<file path="config.mk">
export PLATFORM = sky130hd
export DESIGN_NAME = regfile_wr_arbiter
export DESIGN_NICKNAME = d
export VERILOG_FILES = /design/src/rtl/regfile_wr_arbiter.sv
export SDC_FILE = /design/constraint.sdc
export NUM_CORES = 1
export LEC_CHECK = 0
export BUFFER_PORTS_ARGS = -buffer_cell sky130_fd_sc_hd__buf_2
export CAP_MARGIN = 15
export CORE_AREA = 4 4 80 75
export DETAILED_ROUTE_END_ITERATION = 7
export DIE_AREA = 0 0 84 79
export PLACE_DENSITY_LB_ADDON = 0.2
export SYNTH_ARGS = -nofsm -noshare
export SYNTH_HDL_FRONTEND = slang
export SYNTH_SLANG_ARGS = --single-unit
</file>
<file path="constraint.sdc">
create_clock -name clk -period 1.11 [get_ports clk]
set_clock_uncertainty 0.1 [all_clocks]
set_input_delay 0.222 -clock clk [delete_from_list [all_inputs] [get_ports clk]]
set_output_delay 0.222 -clock clk [all_outputs]
set_load 0.05 [all_outputs]
</file>
<file path="src/rtl/regfile_wr_arbiter.sv">
// regfile_wr_arbiter: shares the register file write port between requester A
// (ALU/execute) and requester B (load/multi-cycle) with round-robin arbitration
// on contested cycles. The granted write is registered and drives the register
// file one cycle later.
// Optional feature macro: REGARB_CLEAR_EN -- after reset, walk registers
// 1..NUM_REGS-1 writing zero before any request is accepted.
module regfile_wr_arbiter #(
  parameter int ADDR_W   = 5,
  parameter int DATA_W   = 32,
  parameter int NUM_REGS = 32
) (
  input  logic              clk,
  input  logic              rst_n,
  input  logic              a_valid,
  output logic              a_ready,
  input  logic [ADDR_W-1:0] a_reg,
  input  logic [DATA_W-1:0] a_data,
  input  logic              b_valid,
  output logic              b_ready,
  input  logic [ADDR_W-1:0] b_reg,
  input  logic [DATA_W-1:0] b_data,
  output logic              reg_write,
  output logic [ADDR_W-1:0] write_reg,
  output logic [DATA_W-1:0] write_data,
  output logic              conflict,
  output logic              busy
);

  // Output stage and round-robin pointer (0 = A wins the next contest).
  logic              reg_write_q,  reg_write_d;
  logic [ADDR_W-1:0] write_reg_q,  write_reg_d;
  logic [DATA_W-1:0] write_data_q, write_data_d;
  logic              conflict_q,   conflict_d;
  logic              rr_ptr_q,     rr_ptr_d;
  logic              in_arb;
  logic              grant_a, grant_b;

`ifdef REGARB_CLEAR_EN
  localparam logic [0:0] ST_ARB   = 1'b0;
  localparam logic [0:0] ST_CLEAR = 1'b1;
  localparam logic [ADDR_W-1:0] CLR_LAST = ADDR_W'(NUM_REGS - 1);

  logic [0:0]        state_q, state_d;
  logic [ADDR_W-1:0] clr_idx_q, clr_idx_d;

  assign in_arb = (state_q == ST_ARB);
  assign busy   = (state_q == ST_CLEAR);
`else
  assign in_arb = 1'b1;
  assign busy   = 1'b0;
`endif

  // Grants are combinational; readies are held low while reset is asserted.
  assign grant_a = rst_n && in_arb && a_valid && (!b_valid || !rr_ptr_q);
  assign grant_b = rst_n && in_arb && b_valid && (!a_valid ||  rr_ptr_q);
  assign a_ready = grant_a;
  assign b_ready = grant_b;

  // Next-state: clear walk, or load the winning request into the output stage.
  always_comb begin
    reg_write_d  = 1'b0;
    write_reg_d  = write_reg_q;
    write_data_d = write_data_q;
    conflict_d   = 1'b0;
    rr_ptr_d     = rr_ptr_q;
`ifdef REGARB_CLEAR_EN
    state_d      = state_q;
    clr_idx_d    = clr_idx_q;
    if (state_q == ST_CLEAR) begin
      reg_write_d  = 1'b1;
      write_reg_d  = clr_idx_q;
      write_data_d = '0;
      clr_idx_d    = clr_idx_q + 1'b1;
      if (clr_idx_q == CLR_LAST) state_d = ST_ARB;
    end else
`endif
    begin
      // Register 0 is hardwired: the write is accepted but never enabled.
      if (grant_a) begin
        reg_write_d  = (a_reg != '0);
        write_reg_d  = a_reg;
        write_data_d = a_data;
      end else if (grant_b) begin
        reg_write_d  = (b_reg != '0);
        write_reg_d  = b_reg;
        write_data_d = b_data;
      end
      conflict_d = a_valid && b_valid;
      // Contested cycle: pointer moves to the loser.
      if (a_valid && b_valid) rr_ptr_d = ~rr_ptr_q;
    end
  end

  // State update with synchronous active-low reset.
  always_ff @(posedge clk) begin
    if (!rst_n) begin
      reg_write_q  <= 1'b0;
      write_reg_q  <= '0;
      write_data_q <= '0;
      conflict_q   <= 1'b0;
      rr_ptr_q     <= 1'b0;
`ifdef REGARB_CLEAR_EN
      state_q      <= ST_CLEAR;
      clr_idx_q    <= ADDR_W'(1);
`endif
    end else begin
      reg_write_q  <= reg_write_d;
      write_reg_q  <= write_reg_d;
      write_data_q <= write_data_d;
      conflict_q   <= conflict_d;
      rr_ptr_q     <= rr_ptr_d;
`ifdef REGARB_CLEAR_EN
      state_q      <= state_d;
      clr_idx_q    <= clr_idx_d;
`endif
    end
  end

  assign reg_write  = reg_write_q;
  assign write_reg  = write_reg_q;
  assign write_data = write_data_q;
  assign conflict   = conflict_q;

endmodule

</file>
# Yosys cells after proc, flatten, opt, wreduce, memory -nomap -nowiden

Index checks and enable logic that the tools add are counted.

Bits in registers: 40
Bits of input ports: 78
Output and inout port bits: 42
Word-level logic and storage cells: 25

Muxes and demuxes: 6
Bitwise operators: 1
Reduce and logical (&&, ||, !) cells: 13

Operator list:

| cell               | count |
|---|---|
| 2-to-1 mux 32 bit  | 2 |
| 2-to-1 mux 5 bit   | 2 |
| nonzero test 5 bit | 2 |
| logical AND 1 bit  | 5 |
| logical NOT 1 bit  | 3 |
| logical OR 1 bit   | 2 |
| 2-to-1 mux 1 bit   | 2 |
| nonzero test 2 bit | 1 |
| NOT 1 bit          | 1 |

# Depth between registers and ports, before layout

Gate-level depths: netlist of run 1.

Word-level depth: 5
Depth in mapped cells: 5

# Worst setup path before layout of run 1

OpenSTA, ideal clock, no wires.

Path kind: register to register
Start point: reg rr_ptr_q
End point: reg reg_write_q, in the netlist reg_write
Arrival time: 1.541 ns
Data required time: 0.940 ns
Slack: -0.602 ns
Stages on the path, launching flop included: 5
Path through: dfxtp_1 -> buf_2 -> inv_1 -> a21oi_1 -> o2bb2ai_1

Word-level cells in the longest chain between the ends: 4
Elaborated cells between the ends (all ways): 7
Those cells by class: mux (2); reduce/logical (5)

RTL lines:

| item                   | RTL line | RTL |
|---|---|---|
| from (decl)            | 34       | `logic rr_ptr_q, rr_ptr_d;` |
| from (signal assigned) | 111      | `rr_ptr_q <= rr_ptr_d;` |
| logical OR 1 bit       | 55       | `assign grant_b = rst_n && in_arb && b_valid && (!a_valid \|\| rr_ptr_q);` |
| logical AND 1 bit      | 55       |  |
| net b_ready            | 19       | `output logic b_ready,` |
| 2-to-1 mux 1 bit       | 83       | `end else if (grant_b) begin` |
| 2-to-1 mux 1 bit       | 79       | `if (grant_a) begin` |
| to (signal assigned)   | 107      | `reg_write_q <= reg_write_d;` |
| to (decl)              | 30       | `logic reg_write_q, reg_write_d;` |

The timed path passes the listed nets, and every way through them passes these cells.
A chain may end at the register's enable or synchronous reset.

# Worst setup path after layout of run 1

Start point: reg rr_ptr_q
End point: out b_ready

Word-level cells in the longest chain between the ends: 2

RTL lines:

| item              | RTL line |
|---|---|
| logical OR 1 bit  | 55 |
| logical AND 1 bit | 55 |
| to (decl)         | 19 |

No other way between the ends.

==> summary by stage, run 1 <==
Floorplan
The number of rows created at floorplan is 25. The starting density of the core is 0.371. The number of ports placed on the die boundary is 120. The core region is 5130 µm². The area enclosed by the die boundary is 6640 µm². The die outline width is 84 µm. The overall die height is 79 µm.

Synthesis
The share of the synthesized area in the top cell type is 0.420. The average cell area after synthesis is about 8.2 µm². The number of different library cells in the post-synthesis netlist is 20. The library cell with the largest summed area after synthesis is dfxtp_1. Of the synthesized area, sequential elements account for 0.420.

The post-synthesis sequential element count is 40. The post-synthesis cell count is 231. The netlist area before placement is 1900 µm². Yosys attributes the largest share of cell area to dfxtp_1 42%, o2111ai_1 17%, o211ai_1 15%. The yosys synthesis warning count is 0. When the netlist entered floorplanning its net count stood at roughly 310.

Layout
The area growth from synthesis to layout is 80.6%. The number of nets in the layout is 436. The antenna diode instance count is 0.

The area of all placed cells without fillers is 3440 µm². The share of cells above drive strength 1 is 0.591. The flip-flop count of the largest register after layout is 32. Leaving out fill and tap cells, the most frequent cell in the layout is buf_2. At the end of the flow the core is filled with cells to 0.670. In the layout the commonest cells are 77 x buf_2, 40 x nand2_1, 39 x dfxtp_2. The number of inserted filler cells in the final layout is 439.

Routing
The top layer used by detailed routing is met4. The amount of wire on met2 after detailed routing is 3110 µm. The count of antenna-violating nets left after detailed routing is 0. After detailed routing, the number of remaining DRC violations is 0. The wire length per cell is 15.2 µm. For this block, the initial DRC count from the detailed router was 71. Dividing the detail-routed via count by the number of cells gives 5.13.

After detailed routing, the wire length on met1 is roughly 2700 µm. The detailed-routing iteration count for the pre-antenna-repair pass is 4. The routed wire length is approximately 6500 µm.

Detailed routing placed a total of between 500 and 600 µm of wire on met3. Detailed routing inserted a total of 2,186 vias.

Run
Max-cap violations in this run came to 0.

Timing
The number of pins exceeding their max-slew limit in the final report is 0. The final setup violation count is 42. Of the available clock period, the critical path in the final layout requires 1.21.

After layout, the worst setup slack is -0.230 ns. The hold violation count in the final report is 0. The clock period minus worst slack is 1.34 ns. The maximum clock frequency is 0.746 GHz. Setup repair after global routing could not meet its margin everywhere.

Outcome
The checks that failed: negative setup slack. The flow ran to the end, but the final reports show violations.

Critical path
The critical path is of the reg -> out type. The arrival time at the worst endpoint is 1.02 ns. STA classifies the critical path startpoint as a flop.

STA classifies the critical path endpoint as an output port. The maximum single-stage delay on the critical path is 0.39 ns. The cell type of the slowest stage on the worst timing path is dfxtp_4. The critical path goes through inv_4 > a21oi_4 > buf_8. In this run the worst path has a maximum fanout of 4.

The data required time at the worst endpoint is ~0.79 ns.

Global routing
The number of global-route vias before repair was 2,164. The first global-routing pass estimated 10,300 µm of wire. The number of antenna violations at the first check in global routing is 0. The global-route congestion overflow total is 0. The largest net degree at the start of global routing is 27.

For this run, the total global-route usage over all layers was measured as 0.189.

CTS
TritonCTS built the clock tree. The count of hold buffers inserted by post-cts repair is 0. After clock tree synthesis, the clock-pin slew on the worst setup and hold paths is 0.07 ns. The maximum count of clock buffers along a single path is 2. The source-to-sink clock delay at the later pin of the worst-skew pair is 0.28 ns. The H-tree depth is 2. Counting every sink on the clock net gives 40. The number of buffers created by CTS is 5. The clock tree root driver cell is clkbuf_8.

Power
The completed layout was analyzed and its total power is 4.11 mW. Summed over all cells, the static leakage comes to approximately 1.5 nW. The worst voltage drop across the vdd grid is around 0.69 mV. The power density over the cells is 1200 nW/µm².

Placement
The placed standard-cell area is 2660 µm². The quantity of I/O buffers inserted on ports is between 100 and 150. The routability congestion estimate is roughly 0.8. The final HPWL from detailed placement is 4480 µm. OpenSTA, run right after detailed placement, puts the worst setup slack at -0.157 ns.

Hold path
The type of the tightest min-delay check is in -> reg.
[metrics by stage]
| step | TNS [ns] | cells | hold slack, ns |
|---|---|---|---|
| 6_report | -3.77 | 426 | 0.0767 |
| 5_1_grt | -7.09 | 426 | 0.0678 |
| 4_1_cts | -4.35 | 425 | 0.0729 |
| 3_5_place_dp | -4.10 | 413 | 0.366 |
| 3_3_place_gp | -3.32 | 413 | 0.357 |
| 2_1_floorplan | -0.113 | 231 | 0.273 |
[logic make-up after synthesis]
kind of cell,after synthesis,synth area share
AO/OA/AOI/OAI,76,0.323
XOR/XNOR,1,0.00460
buffers and inverters,64,0.141
flip-flops,40,0.421
other,1,0.00197
AND/OR/NAND/NOR,49,0.109
[critical path: cells and delay by family (launching register included)]
family / cells / cell delay [ns]
buffers and inverters: 2 / 0.21
AOI/OAI and AO/OA: 1 / 0.14
DFF: 1 / 0.39
[Yosys cell counts]
cell type and instances:
buf_1 2, dfxtp_1 40, buf_2 10, and2_1 1, nor3b_4 1, or4_1 1, o211ai_1 37, clkbuf_1 8
o2111ai_1 37, inv_2 2, xnor2_1 1, nor2_1 3, inv_1 38, o2bb2ai_1 1, conb_1 1, buf_4 4
nand3_1 1, nand2_1 41, a21oi_1 1, nor3_1 1
[layer usage]
layer / global-route usage / vias up
met5: 0 / -
met4: 0.0514 / 0
met3: 0.0705 / 8
met2: 0.302 / 91
met1: 0.242 / 1005
li1: - / 1082
[area by class of cell]
| class | count | area [µm²] | area share |
|---|---|---|---|
| timing repair buffer | 144 | 1280 | 0.372 |
| multi-input combinational | 127 | 972 | 0.283 |
| tap | 67 | 83.8 | 0.0244 |
| sequential | 40 | 853 | 0.248 |
| inverter | 40 | 160 | 0.0466 |
| clock buffer | 8 | 90.1 | 0.0262 |
[final timing paths]
path	startpoint	end	slack, ns	cells past startpoint
setup / recovery	rr_ptr_q$_SDFFE_PN0P_	b_ready	-0.23	3
hold / removal	a_data[10]	write_data[10]$_SDFFE_PN0P_	0.08	3
setup reg to reg	rr_ptr_q$_SDFFE_PN0P_	write_reg[2]$_SDFFE_PN0P_	-0.18	5
hold reg to reg	write_data[29]$_SDFFE_PN0P_	write_data[29]$_SDFFE_PN0P_	0.39	2
[timing repair]
action	CTS	global route
endpoints found under the setup margin	79	79
pin swaps	9	5
resized for setup	166	23
buffers inserted	2	1
cloned	2	0
[power breakdown]
group          leakage [nW]  internal (mW)  switching [mW]
registers             0.345           1.58           0.109
logic                  1.14          0.624           0.806
clock network        0.0455          0.507           0.483
Power figures use the tool's default switching activity.
==> run 2: changes to the inputs <==
==> constraint.sdc (replaced) <==
create_clock -name clk -period 1.11 [get_ports clk]
set_clock_uncertainty 0.1 [all_clocks]
set_input_delay 0.1665 -clock clk [delete_from_list [all_inputs] [get_ports clk]]
set_output_delay 0.1665 -clock clk [all_outputs]
set_load 0.05 [all_outputs]
==> summary by stage, run 2 (same netlist as run 1, synthesis figures left out) <==
Critical path
Traced cell by cell, the critical path runs through buf_12 > inv_4 > a21oi_4 > buf_8. The worst setup path is captured at an output port. The maximum single-stage delay on the critical path was 0.37 ns (-0.02 ns).

The top fanout value on the critical path came to 4 (unchanged). The kind of launch point of the worst setup path is a flop. The data required time at the worst endpoint is 0.84 ns (+0.05 ns). Among all stages on the critical path, the largest delay is contributed by dfxtp_4. The arrival time at the worst endpoint is 1.08 ns (+0.06 ns).

The worst setup path is of the reg -> out kind.

Placement
The placed instance count was 413 (unchanged). The final HPWL from detailed placement is 4310 µm (-3.6%). The routability congestion estimate was 0.758 (-4.0%). The worst setup timing slack at the placement stage is -0.0792 ns (+0.0782 ns). The placed standard-cell area is 2680 µm² (+0.94%). The quantity of I/O buffers inserted on ports is 118 (unchanged).

Run
The reported max-cap violation count came to 0 (unchanged).

Global routing
The total track usage was 0.180 (-0.00983). The largest net degree at the start of global routing came to 25 (-7.4%). The number of antenna violations at the first check in global routing came to 0 (unchanged). The number of global-route vias before repair is 2,071 (-4.3%).

The wire length of the first global-routing pass was 9720 µm (-5.3%). The global-route congestion overflow total is 0 (unchanged).

CTS
The source-to-sink clock delay at the later pin of the worst-skew pair is 0.28 ns (about the same). The clock-pin slew on the worst setup and hold paths is 0.08 ns (about the same). In this run the clock root is driven by a clkbuf_8.

The H-tree depth is 2 (unchanged). The CTS tree is done. The number of buffers created by CTS came to 5 (unchanged). The maximum count of clock buffers along a single path was 2 (unchanged).

The clock sink total was 40 (unchanged).

Floorplan
The number of ports placed on the die boundary was 120 (unchanged). The starting density of the core was 0.371 (unchanged). The area enclosed by the die boundary was 6640 µm² (unchanged). The floorplan core area is 5130 µm² (unchanged). The die outline width is 84 µm (unchanged). The overall die height is 79 µm (unchanged). The number of rows created at floorplan is 25 (unchanged).

Routing
The amount of wire on met2 after detailed routing came to 2720 µm (-13%). The wire length on met3 is 503 µm (-15%). The wire length per cell came to 14.3 µm (-6.3%). The wire length on met1 is 2790 µm (+3.1%).

The count of antenna-violating nets left after detailed routing came to 0 (unchanged). The DRC violations left is 0 (unchanged). The first-iteration detailed-routing DRC count is 74 (+4.2%).

The number of vias in the routed layout came to 2,115 (-3.2%). The detailed-routing iteration count for the pre-antenna-repair pass is 4 (unchanged). In this run the top signal layer used is met4. The detail-routed via count per cell is 5.00 (-2.6%).

The routed wire length is 6030 µm (-7.0%).

Timing
The final setup violation count is 40 (-4.8%). The number of pins exceeding their max-slew limit in the final report is 0 (unchanged). The maximum clock frequency is 0.745 GHz (-0.24%).

Setup repair after global routing could not meet its margin everywhere. The clock period minus worst slack came to 1.34 ns (+0.00317 ns). The hold violation count in the final report is 0 (unchanged). The final worst-path setup slack came to -0.233 ns (-0.00317 ns). The post-route fraction of the period consumed by the critical path is 1.21 (+0.00286).

Power
The worst voltage drop across the vdd grid came to 0.672 mV (-2.6%). The power density over the cells is 1260 nW/µm² (+5.1%). The reported leakage power is 1.42 nW (-7.3%).

The share of total power in combinational logic was 0.323 (-0.025). The switching share of total power came to 0.344 (+0.00399). The part of the power in registers is 0.422 (+0.011). The internal power consumption is 2.58 mW (-5.0%). The power dissipated by switching net loads came to 1.35 mW (-3.3%).

The share of total power in the clock network is 0.255 (+0.014). The overall power of the completed layout is 3.93 mW (-4.5%).

Layout
In the layout the commonest cells are 77 x buf_2, 41 x nand2_1, 39 x buf_6. The antenna diode instance count is 0 (unchanged). The final cell count without fillers was 423 (-0.70%). The share of cells above drive strength 1 was 0.525 (-0.0652). Leaving out fill and tap cells, the most frequent cell in the layout is buf_2. The area added between synthesis and finish is 64.2%.

The flip-flop count of the largest register after layout is 32 (unchanged). The number of nets in the layout is 433 (-0.69%). The area of all placed cells without fillers was 3130 µm² (-9.1%).

Outcome
The flow ran to the end, but the final reports show violations. The checks that failed: negative setup slack.

Hold path
The path class of the tightest hold or removal check is in -> reg.
[run 2: changes by cell type in the layout (fill, tap and decap cells not counted), sizes merged]
cell | previous run | this run
buf | 143 | 141
bufbuf | 1 | 0
[run 2: per-stage QoR]
step	setup TNS (ns)	util	hold WS [ns]
after floorplan	-0.0509	-	0.218
after global placement	-2.33	0.523	0.338
after detailed placement	-2.62	0.523	0.345
after CTS	-5.37	0.581	0.0278
after global routing	-8.05	0.610	0.0317
final	-5.20	0.610	0.0301
[run 2: critical path, delay by kind of cell, from the launching register on]
family / cells / cell delay, ns
AO/OA/AOI/OAI: 1 / 0.13
buffers and inverters: 3 / 0.29
flip-flops: 1 / 0.37
[run 2: per-layer routing]
metal	track usage	vias to the layer above
li1	-	1076
met1	0.241	949
met2	0.285	86
met3	0.0560	4
met4	0.0386	0
met5	0	-
[run 2: final timing paths]
check | startpoint | slack (ns) | depth (start not counted) | to
setup / recovery | rr_ptr_q$_SDFFE_PN0P_ | -0.23 | 4 | b_ready
hold / removal | a_data[23] | 0.03 | 3 | write_data[23]$_SDFFE_PN0P_
setup reg to reg | rr_ptr_q$_SDFFE_PN0P_ | -0.16 | 5 | write_reg[1]$_SDFFE_PN0P_
hold reg to reg | write_data[17]$_SDFFE_PN0P_ | 0.39 | 2 | write_data[17]$_SDFFE_PN0P_
[run 2: layout make-up]
type                       instances  area [µm²]
fill                             483        2000
timing repair buffer             141        1050
multi-input combinational        127         903
sequential                        40         837
inverter                          40         160
clock buffer                       8        90.1
tap                               67        83.8
[run 2: repair_timing]
item | in CTS | in global routing
pin swaps | 7 | 0
endpoints found under the setup margin | 79 | 78
gates resized for setup | 64 | 55
hold buffers | 0 | 0
setup buffers | 3 | 0
cloned | 0 | 0
[run 2: power by group through the flow]
| stage | sequential (mW) | clock [mW] | combinational [mW] |
|---|---|---|---|
| 4_1_cts | 1.63 | 1.04 | 1.21 |
| 6_report | 1.66 | 1.00 | 1.27 |
| 2_1_floorplan | 2.05 | 0 | 0.314 |
| 5_1_grt | 1.68 | 1.12 | 1.34 |
| 3_5_place_dp | 1.65 | 0 | 1.10 |
| 3_3_place_gp | 1.65 | 0 | 1.10 |
==> run 3: changes to the inputs <==
Settings changed: CORE_AREA 4 4 80 75 to 4 4 78 73, CTS_BUF_LIST set to sky130_fd_sc_hd__clkbuf_8, DIE_AREA 0 0 84 79 to 0 0 82 77.
==> summary by stage, run 3 (same netlist as run 1, synthesis figures left out) <==
Routing
The DRC violations left is 0 (unchanged). The number of vias in the routed layout is 2,170 (+2.6%). The wire length per cell is 14.8 µm (+3.6%). The detailed-routing iteration count for the pre-antenna-repair pass is 4 (unchanged). The routed wire length is 6240 µm (+3.4%). The first-iteration detailed-routing DRC count was 73 (-1.4%). The detail-routed via count per cell is 5.14 (+2.8%). The count of antenna-violating nets left after detailed routing is 0 (unchanged).

Placement
The final HPWL from detailed placement is 4250 µm (-1.5%). The placed instance count came to 409 (-0.97%). The quantity of I/O buffers inserted on ports is 118 (unchanged).

The routability congestion estimate is 0.731 (-3.6%).

Power
The part of the power in registers came to 0.418 (-0.004). The switching share of total power was 0.351 (+0.00662). The power dissipated by switching net loads came to 1.39 mW (+2.7%). The reported leakage power was 1.45 nW (+2.1%). The worst voltage drop across the vdd grid was 0.635 mV (-5.6%). The share of total power in the clock network is 0.252 (-0.003). The share of total power in combinational logic came to 0.331 (+0.008). The power density over the cells is 1240 nW/µm² (-1.5%). The internal power consumption is 2.57 mW (-0.23%). The overall power of the completed layout is 3.96 mW (+0.78%).

Global routing
The global-route congestion overflow total is 0 (unchanged). The number of global-route vias before repair is 2,197 (+6.1%). The number of antenna violations at the first check in global routing is 0 (unchanged). The wire length of the first global-routing pass is 9830 µm (+1.1%). The total track usage is 0.195 (+0.0151). The largest net degree at the start of global routing is 38 (+52%).

Floorplan
The floorplan core area was 4800 µm² (-6.3%). The number of rows created at floorplan is 24 (-4.0%). The die outline width is 82 µm (-2.4%). The number of ports placed on the die boundary is 120 (unchanged).

The starting density of the core is 0.396 (+0.0251). The area enclosed by the die boundary is 6310 µm² (-4.9%). The overall die height came to 77 µm (-2.5%).

Layout
The leading cell type in the layout, fill and taps excluded is buf_2. The share of cells above drive strength 1 came to 0.529 (+0.00413). The number of nets in the layout is 434 (+0.23%). The area growth from synthesis to layout is 68.0%. The library cells used most frequently in the layout, excluding fill and tap cells, are 77 x buf_2, 41 x buf_6, 40 x nand2_1.

The flip-flop count of the largest register after layout was 32 (unchanged). The final cell count without fillers is 422 (-0.24%). The antenna diode instance count was 0 (unchanged).

Timing
The number of pins exceeding their max-slew limit in the final report is 0 (unchanged). The post-route fraction of the period consumed by the critical path is 1.17 (-0.0419). The clock period minus worst slack is 1.30 ns (-0.0465 ns).

The maximum clock frequency is 0.771 GHz (+3.6%). The total negative setup slack is -3.89 ns (+1.30 ns). The hold violation count in the final report came to 0 (unchanged).

The final worst-path setup slack came to -0.186 ns (+0.0465 ns). Setup repair after global routing could not meet its margin everywhere. The final setup violation count is 41 (+2.5%).

Critical path
The flop-to-flop setup slack is -0.12 ns (+0.04 ns). The launch point of the worst reg-to-reg path is rr_ptr_q$_SDFFE_PN0P_. The data required time at the worst endpoint was 0.84 ns (about the same). The worst reg-to-reg path cell count is 5 (unchanged). The critical path capture point type is an output port. The top fanout value on the critical path was 4 (unchanged). STA classifies the critical path startpoint as a flop. The setup path with the least slack is of type reg -> out. The arrival time at the worst endpoint came to 1.03 ns (-0.05 ns).

In this run the critical register-to-register path is captured at write_data[2]$_SDFFE_PN0P_.

CTS
The source-to-sink clock delay at the later pin of the worst-skew pair was 0.29 ns (about the same). The count of hold buffers inserted by post-cts repair was 0 (unchanged). The clock-pin slew on the worst setup and hold paths was 0.08 ns (about the same). The clock sink total is 40 (unchanged). The maximum count of clock buffers along a single path was 2 (unchanged). TritonCTS built the clock tree. The number of buffers created by CTS is 5 (unchanged). The tree is rooted in a clkbuf_8. The H-tree depth is 2 (unchanged).

Outcome
The flow ran to the end, but the final reports show violations. The checks that failed: negative setup slack.

Hold path
The hold-critical path endpoint is write_data[21]$_SDFFE_PN0P_. The startpoint of the most critical hold path is a_data[21]. The depth of the worst hold-timing path was 3 (unchanged). The tightest min-delay check is of the in -> reg type.

Run
The reported max-cap violation count is 0 (unchanged).
[run 3: changes by cell type in the layout (fill, tap and decap cells not counted), sizes merged]
cell,before,now
buf,141,142
inv,40,42
clkbuf,8,6
[run 3: cell type report]
type                            instances  area, µm²
Multi-Input combinational cell        127        961
Fill cell                             429       1610
Sequential cell                        40        827
Tap cell                               65       81.3
Clock inverter                          2       7.51
Clock buffer                            6       82.6
Timing Repair Buffer                  142       1080
Inverter                               40        160
[run 3: worst max-delay path by stage]
| stage | start | end | slack, ns | cells after the start |
|---|---|---|---|---|
| 4_1_cts | rr_ptr_q$_SDFFE_PN0P_ | a_ready | -0.20 | 4 |
| 5_1_grt | rr_ptr_q$_SDFFE_PN0P_ | b_ready | -0.22 | 3 |
| 6_report | rr_ptr_q$_SDFFE_PN0P_ | a_ready | -0.19 | 4 |
| 2_1_floorplan | rr_ptr_q$_SDFFE_PN0P_ | reg_write$_SDFF_PN0_ | -0.05 | 4 |
| 3_5_place_dp | rr_ptr_q$_SDFFE_PN0P_ | write_reg[0]$_SDFFE_PN0P_ | -0.13 | 4 |
| 3_3_place_gp | rr_ptr_q$_SDFFE_PN0P_ | a_ready | -0.09 | 4 |
[run 3: power by group through the flow]
stage / Sequential, mW / Combinational, mW / Clock [mW]
3_5_place_dp: 1.65 / 1.09 / 0
2_1_floorplan: 2.05 / 0.314 / 0
5_1_grt: 1.67 / 1.39 / 1.07
3_3_place_gp: 1.65 / 1.09 / 0
4_1_cts: 1.63 / 1.23 / 1.02
6_report: 1.65 / 1.31 / 0.996
[run 3: critical path, stage by stage (launching register included)]
cell and delay (ns):
dfxtp_4 0.37, nand2_4 0.06, nand3_4 0.09, inv_8 0.07, buf_8 0.13
[run 3: metal layers]
layer | wire, µm | part of all wire | vias to the layer above | global-route usage
met1 | 2550 | 0.41 | 1002 | 0.232
met3 | 617 | 0.099 | 7 | 0.0749
met4 | 61 | 0.0098 | 0 | 0.0581
met2 | 3000 | 0.48 | 82 | 0.320
li1 | - | - | 1079 | -
met5 | 0 | 0 | - | 0
[run 3: repair_timing]
item | 4_1_cts | 5_1_grt
setup buffers | 4 | 1
endpoints found under the setup margin | 79 | 75
gates cloned | 0 | 0
endpoints found under the hold margin | 0 | 0
pin swaps | 4 | 0
resized for setup | 69 | 54
[run 3: stage by stage]
step	setup WS, ns	util	area [µm²]	hold WS, ns
5_1_grt	-0.223	0.666	3200	0.0273
6_report	-0.186	0.666	3200	0.0266
3_3_place_gp	-0.0857	0.555	2670	0.339
3_5_place_dp	-0.128	0.555	2670	0.344
2_1_floorplan	-0.0509	-	1950	0.218
4_1_cts	-0.196	0.624	3000	0.0247
